## src/rtl/strb_axis_pkg.sv

```systemverilog
// strb_axis_pkg: shared sizing helpers and status flag type for strb_axis_fifo.
`default_nettype none

package strb_axis_pkg;

  function automatic int ptr_w(input int depth);
    return $clog2(depth) + 1;
  endfunction

  function automatic int addr_w(input int depth);
    return $clog2(depth);
  endfunction

  typedef struct packed {
    logic overflow;
    logic full;
    logic empty;
  } flags_t;

endpackage

`default_nettype wire

```

## src/rtl/fifo_ptr_ctrl.sv

```systemverilog
// fifo_ptr_ctrl: wrap-bit read/write pointers, full/empty/level and push/pop qualification.
`default_nettype none

module fifo_ptr_ctrl
  import strb_axis_pkg::*;
#(
  parameter int DEPTH = 4
) (
  input  logic                       clk,
  input  logic                       sreset,
  input  logic                       strb,
  input  logic                       tready,
  output logic                       push,
  output logic                       pop,
  output logic [$clog2(DEPTH)-1:0]   wr_addr,
  output logic [$clog2(DEPTH)-1:0]   rd_addr,
  output logic [$clog2(DEPTH):0]     level,
  output logic                       full,
  output logic                       empty
);

  localparam int PTR_W  = ptr_w(DEPTH);
  localparam int ADDR_W = addr_w(DEPTH);

  logic [PTR_W-1:0] wr_ptr;
  logic [PTR_W-1:0] rd_ptr;

  assign empty = (wr_ptr == rd_ptr);
  assign full  = (wr_ptr[PTR_W-1] != rd_ptr[PTR_W-1]) &&
                 (wr_ptr[ADDR_W-1:0] == rd_ptr[ADDR_W-1:0]);

  // A pop in the same cycle frees a slot, so a full FIFO still accepts the push.
  assign pop  = !empty && tready;
  assign push = strb && (!full || pop);

  // Modulo-2*DEPTH difference yields 0..DEPTH directly.
  assign level   = wr_ptr - rd_ptr;
  assign wr_addr = wr_ptr[ADDR_W-1:0];
  assign rd_addr = rd_ptr[ADDR_W-1:0];

  always_ff @(posedge clk) begin
    if (sreset) begin
      wr_ptr <= '0;
      rd_ptr <= '0;
    end else begin
      if (push) wr_ptr <= wr_ptr + 1'b1;
      if (pop)  rd_ptr <= rd_ptr + 1'b1;
    end
  end

endmodule

`default_nettype wire

```

## src/rtl/strb_axis_fifo.sv

```systemverilog
// strb_axis_fifo: strobed vector updates into a first-word fall-through FIFO with an AXI stream output.
// Define STRB_AXIS_FIFO_DROP_CNT_EN to add the saturating drop_cnt output.
`default_nettype none

module strb_axis_fifo
  import strb_axis_pkg::*;
#(
  parameter int WIDTH          = 2,
  parameter int DEPTH          = 4,
  parameter int DROP_CNT_WIDTH = 16
) (
  input  logic                      clk,
  input  logic                      sreset,
  input  logic                      i_strb,
  input  logic [WIDTH-1:0]          i,
  input  logic                      o_tready,
  output logic                      o_tvalid,
  output logic [WIDTH-1:0]          o_tdata,
  output logic [$clog2(DEPTH):0]    level,
  output logic                      overflow,
  input  logic                      clr_overflow
`ifdef STRB_AXIS_FIFO_DROP_CNT_EN
  ,
  output logic [DROP_CNT_WIDTH-1:0] drop_cnt
`endif
);

  localparam int ADDR_W = addr_w(DEPTH);

  generate
    if (DEPTH < 2 || (DEPTH & (DEPTH - 1)) != 0) begin : g_bad_depth
      $error("strb_axis_fifo: DEPTH must be a power of 2 and at least 2");
    end
    if (DROP_CNT_WIDTH < 1) begin : g_bad_cnt_width
      $error("strb_axis_fifo: DROP_CNT_WIDTH must be at least 1");
    end
  endgenerate

  logic              push;
  logic              pop;
  logic              drop;
  logic              overflow_r;
  logic [ADDR_W-1:0] wr_addr;
  logic [ADDR_W-1:0] rd_addr;
  flags_t            flags;
  logic [WIDTH-1:0]  mem [DEPTH];

  fifo_ptr_ctrl #(
    .DEPTH (DEPTH)
  ) u_ptr (
    .clk     (clk),
    .sreset  (sreset),
    .strb    (i_strb),
    .tready  (o_tready),
    .push    (push),
    .pop     (pop),
    .wr_addr (wr_addr),
    .rd_addr (rd_addr),
    .level   (level),
    .full    (flags.full),
    .empty   (flags.empty)
  );

  assign flags.overflow = overflow_r;

  always_ff @(posedge clk) begin
    if (push) mem[wr_addr] <= i;
  end

  assign o_tvalid = !flags.empty;
  assign o_tdata  = mem[rd_addr];
  assign overflow = flags.overflow;

  // Reset-cycle strobes are neither stored nor counted as drops.
  assign drop = i_strb && flags.full && !pop && !sreset;

  always_ff @(posedge clk) begin
    if (sreset)            overflow_r <= 1'b0;
    else if (drop)         overflow_r <= 1'b1;
    else if (clr_overflow) overflow_r <= 1'b0;
  end

`ifdef STRB_AXIS_FIFO_DROP_CNT_EN
  always_ff @(posedge clk) begin
    if (sreset) begin
      drop_cnt <= '0;
    end else if (clr_overflow) begin
      drop_cnt <= drop ? {{(DROP_CNT_WIDTH-1){1'b0}}, 1'b1} : '0;
    end else if (drop && drop_cnt != {DROP_CNT_WIDTH{1'b1}}) begin
      drop_cnt <= drop_cnt + 1'b1;
    end
  end
`endif

endmodule

`default_nettype wire

```

## config.mk

```make
export PLATFORM = sky130hd
export DESIGN_NAME = strb_axis_fifo
export DESIGN_NICKNAME = d
export VERILOG_FILES = /design/src/rtl/strb_axis_pkg.sv /design/src/rtl/fifo_ptr_ctrl.sv /design/src/rtl/strb_axis_fifo.sv
export SDC_FILE = /design/constraint.sdc
export NUM_CORES = 1
export LEC_CHECK = 0
export BUFFER_PORTS_ARGS = -buffer_cell sky130_fd_sc_hd__buf_4
export CORE_MARGIN = 3
export CORE_UTILIZATION = 57
export CTS_BUF_LIST = sky130_fd_sc_hd__clkbuf_4 sky130_fd_sc_hd__clkbuf_8
export DETAILED_ROUTE_END_ITERATION = 6
export PLACE_DENSITY = 0.8
export SKIP_LAST_GASP = 1
export SYNTH_ARGS = -nofsm -noshare
export SYNTH_HDL_FRONTEND = slang
export SYNTH_SLANG_ARGS = --single-unit
export TNS_END_PERCENT = 5
```

## constraint.sdc

```tcl
create_clock -name clk -period 1.87 [get_ports clk]
set_input_delay 0.0935 -clock clk [delete_from_list [all_inputs] [get_ports clk]]
set_output_delay 0.0935 -clock clk [all_outputs]
set_load 0.05 [all_outputs]
```

Word level (Yosys, flattened, before mapping)
Memory sizes are Yosys's and may differ from the RTL's. A register that Yosys moved wholly into a read port is not among the register bits.
Index checks and enable logic that the tools add are counted.

storage, ports and cells
  bits in writable memories = 8
  input bits = 7
  flip-flop bits (word level) = 7
  memories kept = 1

cells by class
  equal/unequal tests = 3
  mux-type cells = 6
  reductions and logical operators = 12
  add/sub/neg operators = 3

memories
  name  depth  width  rd ports  clocked after Yosys merged registers in  write ports  line                  text
  mem   4      2      1         1                                        1            strb_axis_fifo.sv:46  logic [WIDTH-1:0] mem [DEPTH];

operators with widths
  operator               number
  $add A3 B1 Y3 const B  2
  $logic_and A1 B1 Y1    6
  $logic_not A1 Y1       4
  $mux W1                4
  $mux W2                2
  $eq A3 B3 Y1           1
  $sub A3 B3 Y3          1
  $eq A2 B2 Y1           1
  $reduce_bool A2 Y1     1
  $logic_or A1 B1 Y1     1
  $ne A1 B1 Y1           1

Depth between registers and ports, before layout
  depth in word-level cells = 7
  gate-level depth with buffers = 5
  gate-level depth less buffers = 5

Hierarchy
Synthesis repeated with hierarchy kept, for this count alone.

second synthesis, totals
  cell total of the unflattened synthesis = 70
  area, all modules = 808.3 um^2

modules (own cells, without submodules)
  module          area an instance (um^2)  times used  cells an instance
  fifo_ptr_ctrl   442.9                    1           50
  strb_axis_fifo  365.4                    1           20

Worst setup path before layout
No wires, ideal clock.

  kind = reg-to-output
  start point = reg u_ptr.wr_ptr[0]
  end point = out level[2]
  path buffers = 0
  slack = -71 ps
  stages on the path, launching flop included = 5
  arrival = 1,847 ps
  path through = dfxtp_1 -> inv_1 -> ha_1 -> fa_1 -> xnor2_1

on the way
  longest elaborated chain between the ends = 1

ends and longest elaborated chain
  what                      line                  text
  start: declaration        fifo_ptr_ctrl.sv:25   logic [PTR_W-1:0] wr_ptr;
  start signal: assignment  fifo_ptr_ctrl.sv:46   if (push) wr_ptr <= wr_ptr + 1'b1;
  $sub A3 B3 Y3             fifo_ptr_ctrl.sv:37   assign level = wr_ptr - rd_ptr;
  end: declaration          strb_axis_fifo.sv:19  output logic [$clog2(DEPTH):0] level,

No other way between the ends.

Worst setup path after layout
  start point = reg u_ptr.rd_ptr[1]
  end point = reg u_ptr.wr_ptr[2]

on the way
  longest elaborated chain between the ends = 5
  elaborated cells on any way between the ends = 8

ends and longest elaborated chain
  what                                                     line                                      text
  start: declaration                                       fifo_ptr_ctrl.sv:26                       logic [PTR_W-1:0] rd_ptr;
  start signal: assignment                                 fifo_ptr_ctrl.sv:47                       if (pop) rd_ptr <= rd_ptr + 1'b1;
  $eq A3 B3 Y1 or $eq A2 B2 Y1 (tied branches)             fifo_ptr_ctrl.sv:28, fifo_ptr_ctrl.sv:30
  $logic_not A1 Y1 or $logic_and A1 B1 Y1 (tied branches)  fifo_ptr_ctrl.sv:33, fifo_ptr_ctrl.sv:29
  $logic_and A1 B1 Y1 or $logic_not A1 Y1 (tied branches)  fifo_ptr_ctrl.sv:33, fifo_ptr_ctrl.sv:34
  $logic_or A1 B1 Y1 *                                     fifo_ptr_ctrl.sv:34                       assign push = strb && (!full || pop);
  $logic_and A1 B1 Y1 *                                    fifo_ptr_ctrl.sv:34

Every way passes the cells marked *; elsewhere a longest branch is shown, timed or not.
A chain may end at the register's enable or synchronous reset.

==> results.py <==
metrics = {
    "outcome": {
        "status": "finished, final reports clean",
    },
    "die": {
        "die_height_um": 45.2,
        "die_w_um": 45.2,
        "core_region_area_sq_um": 1370,
        "rows": 13,
        "io-pin-count": 14,
        "initial_core_util": 0.642,
        "design.die.area_sq_um": 2050,
    },
    "clock_network": {
        "clk_path_buf_depth": 2,
        "clkLatencyLatePin_ns": 0.29,
        "h-tree-depth": 1,
        "numCtsBuffers": 3,
        "cts_clock_pin_slew_for_the_worst_setup_and_hold_paths_ns": 0.09,
        "tritoncts": "built",
        "post_cts_setup_bufs": 0,
        "clk_root_buffer_cell": "sky130_fd_sc_hd__clkbuf_4",
        "cts_num_sinks": 17,
    },
    "finish": {
        "drive_above_1_share": 0.311,
        "finish.utilization": 0.770,
        "final_cells": 105,
        "area.sequential_sq_um": 422,
        "syn2layout_area_growth_pct": 20.0,
        "nFillCells": 92,
        "multi_input_gate_area_sq_um": 437,
        "nets": 106,
        "antenna_diode_count": 0,
    },
    "yosys": {
        "synth_seq_cells": 17,
        "portion_of_synthesized_cell_area_occupied_by_the_leading_cell_type": 0.274,
        "synthesis.nets": 87,
        "yosys.cell_count.top_type": "sky130_fd_sc_hd__dfxtp_1",
        "synth-edff-count": 8,
        "synth.top_cells.by_area": "sky130_fd_sc_hd__edfxtp_1 (27%), sky130_fd_sc_hd__dfxtp_1 (21%), sky130_fd_sc_hd__ha_1 (10%)",
        "yosys_warn_count": 0,
        "seq_area_frac_synth": 0.479,
        "syn_inst": 72,
        "mappedNetlistArea_sq_um": 877,
        "netlist-cell-type-count": 27,
        "postSynthAreaPerCell_sq_um": 12.2,
        "synth_async_sr_flop_share": 0,
        "synth_top_cells_by_count": "sky130_fd_sc_hd__dfxtp_1 (9), sky130_fd_sc_hd__edfxtp_1 (8), sky130_fd_sc_hd__ha_1 (7), sky130_fd_sc_hd__inv_1 (7), sky130_fd_sc_hd__nand2b_1 (5)",
        "synthFlopType": "sky130_fd_sc_hd__dfxtp_1",
        "synthDominantAreaCellType": "sky130_fd_sc_hd__edfxtp_1",
    },
    "sta": {
        "clock_skew_ns": 0.00630,
        "hold_ws_ns": 0.0571,
        "hold_viol_final": 0,
        "setup_viol": 0,
        "finalMaxSlewViolations": 0,
        "post-route-period-util": 0.979,
        "fmaxAchievable_ghz": 0.546,
        "slew_headroom": 0.730,
        "worstMarginPinSlew_ns": 0.403,
        "rsz0062_at_grt": "true",
        "post-route-min-period_ns": 1.83,
    },
    "drt": {
        "routedWlPerCell_um": 15.4,
        "postRouteAntennaNets": 0,
        "drt_pass_1_iters": 4,
        "drt-vias-per-instance": 5.50,
        "drc": 0,
        "first_iteration_detailed_routing_drc_count": 7,
        "postRouteWirelength_um": 1620,
        "route.vias.total": 577,
    },
    "global_route": {
        "globalRouteOverflowTotal": 0,
        "grt_max_degree": 15,
        "first_global_vias": 600,
        "grt_pass1_wl_um": 2820,
        "grt_use_total": 0.204,
        "grt_antenna_before_repair": 0,
    },
    "place": {
        "place_inst": 99,
        "place.port_buffers": 13,
        "gp_congestion": 0.876,
        "dpl.hpwl_um": 1300,
    },
    "hold_path": {
        "min_delay_worst_endpoint": "overflow",
        "hold_path_class": "input pin to flip-flop",
        "worst_hold_startpoint": "sreset",
        "hold_path_depth": 2,
    },
    "critical_path": {
        "worst-endpoint-arrival_ns": 2.07,
        "critical_path_peak_fanout": 5,
        "regToRegEndpoint": "u_ptr.wr_ptr[2]",
        "timing.rr.start": "u_ptr.rd_ptr[1]",
        "setup.worst_path.start_class": "flip-flop",
        "timing.critical_path.slowest_cell_delay_ns": 0.60,
        "critPathKind": "flip-flop to flip-flop",
        "worst_reg2reg_path_depth": 5,
        "crit_slowest_cell": "sky130_fd_sc_hd__or4b_2",
        "worstPathRequired_ns": 2.10,
        "r2r_setup_slack_ns": 0.04,
        "endpoint_kind": "flip-flop",
        "critical_path.cell_chain": "inv_1 -> ha_1 -> and3b_1 -> or4b_2 -> nand3_1",
    },
    "power": {
        "sequentialPowerShare": 0.416,
        "swShare": 0.382,
        "power_density_nw_per_um2": 1020,
        "switchingPower_w": 0.000411,
        "power.share.clock": 0.175,
        "comb_power_share": 0.409,
        "cell_internal_pwr_w": 0.000667,
        "power.static_leakage_nw": 0.450,
        "ir_drop_v": 0.000804,
    },
    "job": {
        "maxCapViolations": 0,
    },
}
[through the flow]
step / TNS [ns] / total power, W / setup WS [ns] / cell area [sq um]
3_3_place_gp: 0 / 0.000878 / 0.154 / 997
3_5_place_dp: 0 / 0.000888 / 0.0348 / 997
6_report: 0 / 0.00108 / 0.0388 / 1050
5_1_grt: -0.0278 / 0.00114 / -0.0278 / 1050
4_1_cts: 0 / 0.00109 / 0.0373 / 1050
2_1_floorplan: 0 / 0.000767 / 0.198 / 885
[cell usage in the layout, fill, tap and decap left out, types with 2 or more instances in the layout]
cell type / netlist / final
sky130_fd_sc_hd__mux2i_1: 2 / 2
sky130_fd_sc_hd__dfxtp_1: 9 / 8
sky130_fd_sc_hd__xnor2_2: 1 / 2
sky130_fd_sc_hd__mux2_2: 3 / 3
sky130_fd_sc_hd__edfxtp_1: 8 / 8
sky130_fd_sc_hd__ha_1: 7 / 7
sky130_fd_sc_hd__nand2_1: 2 / 2
sky130_fd_sc_hd__a31oi_1: 2 / 2
sky130_fd_sc_hd__mux4_2: 2 / 2
sky130_fd_sc_hd__nor2_1: 4 / 4
sky130_fd_sc_hd__nand2b_1: 5 / 5
sky130_fd_sc_hd__dlygate4sd3_1: 0 / 2
sky130_fd_sc_hd__and2_1: 4 / 4
sky130_fd_sc_hd__buf_4: 0 / 12
sky130_fd_sc_hd__nand3_1: 2 / 2
sky130_fd_sc_hd__inv_1: 7 / 7
sky130_fd_sc_hd__nor2b_1: 2 / 2
sky130_fd_sc_hd__clkbuf_4: 0 / 3
[cells by family (layout without fill, tap and decap cells)]
group	after synthesis	in the layout	share of synthesized area
xor+xnor	2	2	0.0285
simple gates	23	23	0.157
fa+ha+maj	8	8	0.123
mux	8	8	0.130
compound gates	6	6	0.0485
buf+inv	8	26	0.0342
flops	17	17	0.479
[area by class of cell]
class / count / share of cell area
inverter: 7 / 0.0250
multi-input combinational: 47 / 0.415
clock inverter: 1 / 0.00476
clock buffer: 3 / 0.0214
sequential: 17 / 0.401
timing repair buffer: 15 / 0.115
tap: 15 / 0.0178
[how the worst max path moves through the flow]
stage | depth (start not counted) | startpoint | to
final | 5 | u_ptr.rd_ptr[1] | u_ptr.wr_ptr[2]
after global routing | 5 | u_ptr.rd_ptr[1] | u_ptr.wr_ptr[2]
after CTS | 5 | u_ptr.wr_ptr[0] | level[2]
after detailed placement | 5 | u_ptr.wr_ptr[0] | u_ptr.wr_ptr[2]
after global placement | 5 | u_ptr.wr_ptr[0] | u_ptr.wr_ptr[2]
after floorplan | 5 | u_ptr.wr_ptr[0] | u_ptr.wr_ptr[2]
[power groups by stage]
stage	Combinational, W	Clock, W	Sequential (W)
finish	0.000442	0.000189	0.000448
global route	0.000473	0.000212	0.000453
CTS	0.000442	0.000196	0.000449
detailed placement	0.000432	0	0.000456
global placement	0.000423	0	0.000455
floorplan	0.000319	0	0.000449
[critical path, delay by kind of cell (launching register included)]
kind	cells	cell delay, ns
adders and majority gates	1	0.36
and+or+nand+nor	3	0.91
DFF	1	0.44
buffers and inverters	1	0.07
[metal layers]
metal | routed length [um] | share of wire | global-route usage
met4 | 27 | 0.017 | 0.0877
met2 | 846 | 0.52 | 0.342
met5 | 0 | 0 | 0
met3 | 73 | 0.045 | 0.0717
met1 | 673 | 0.42 | 0.234
[timing repair]
action	in CTS	in global routing
resized for setup	2	1
pin swaps	0	0
setup endpoints to repair	1	2
endpoints found under the hold margin	5	0
hold buffers	2	0
(Power assumes the default switching activity.)
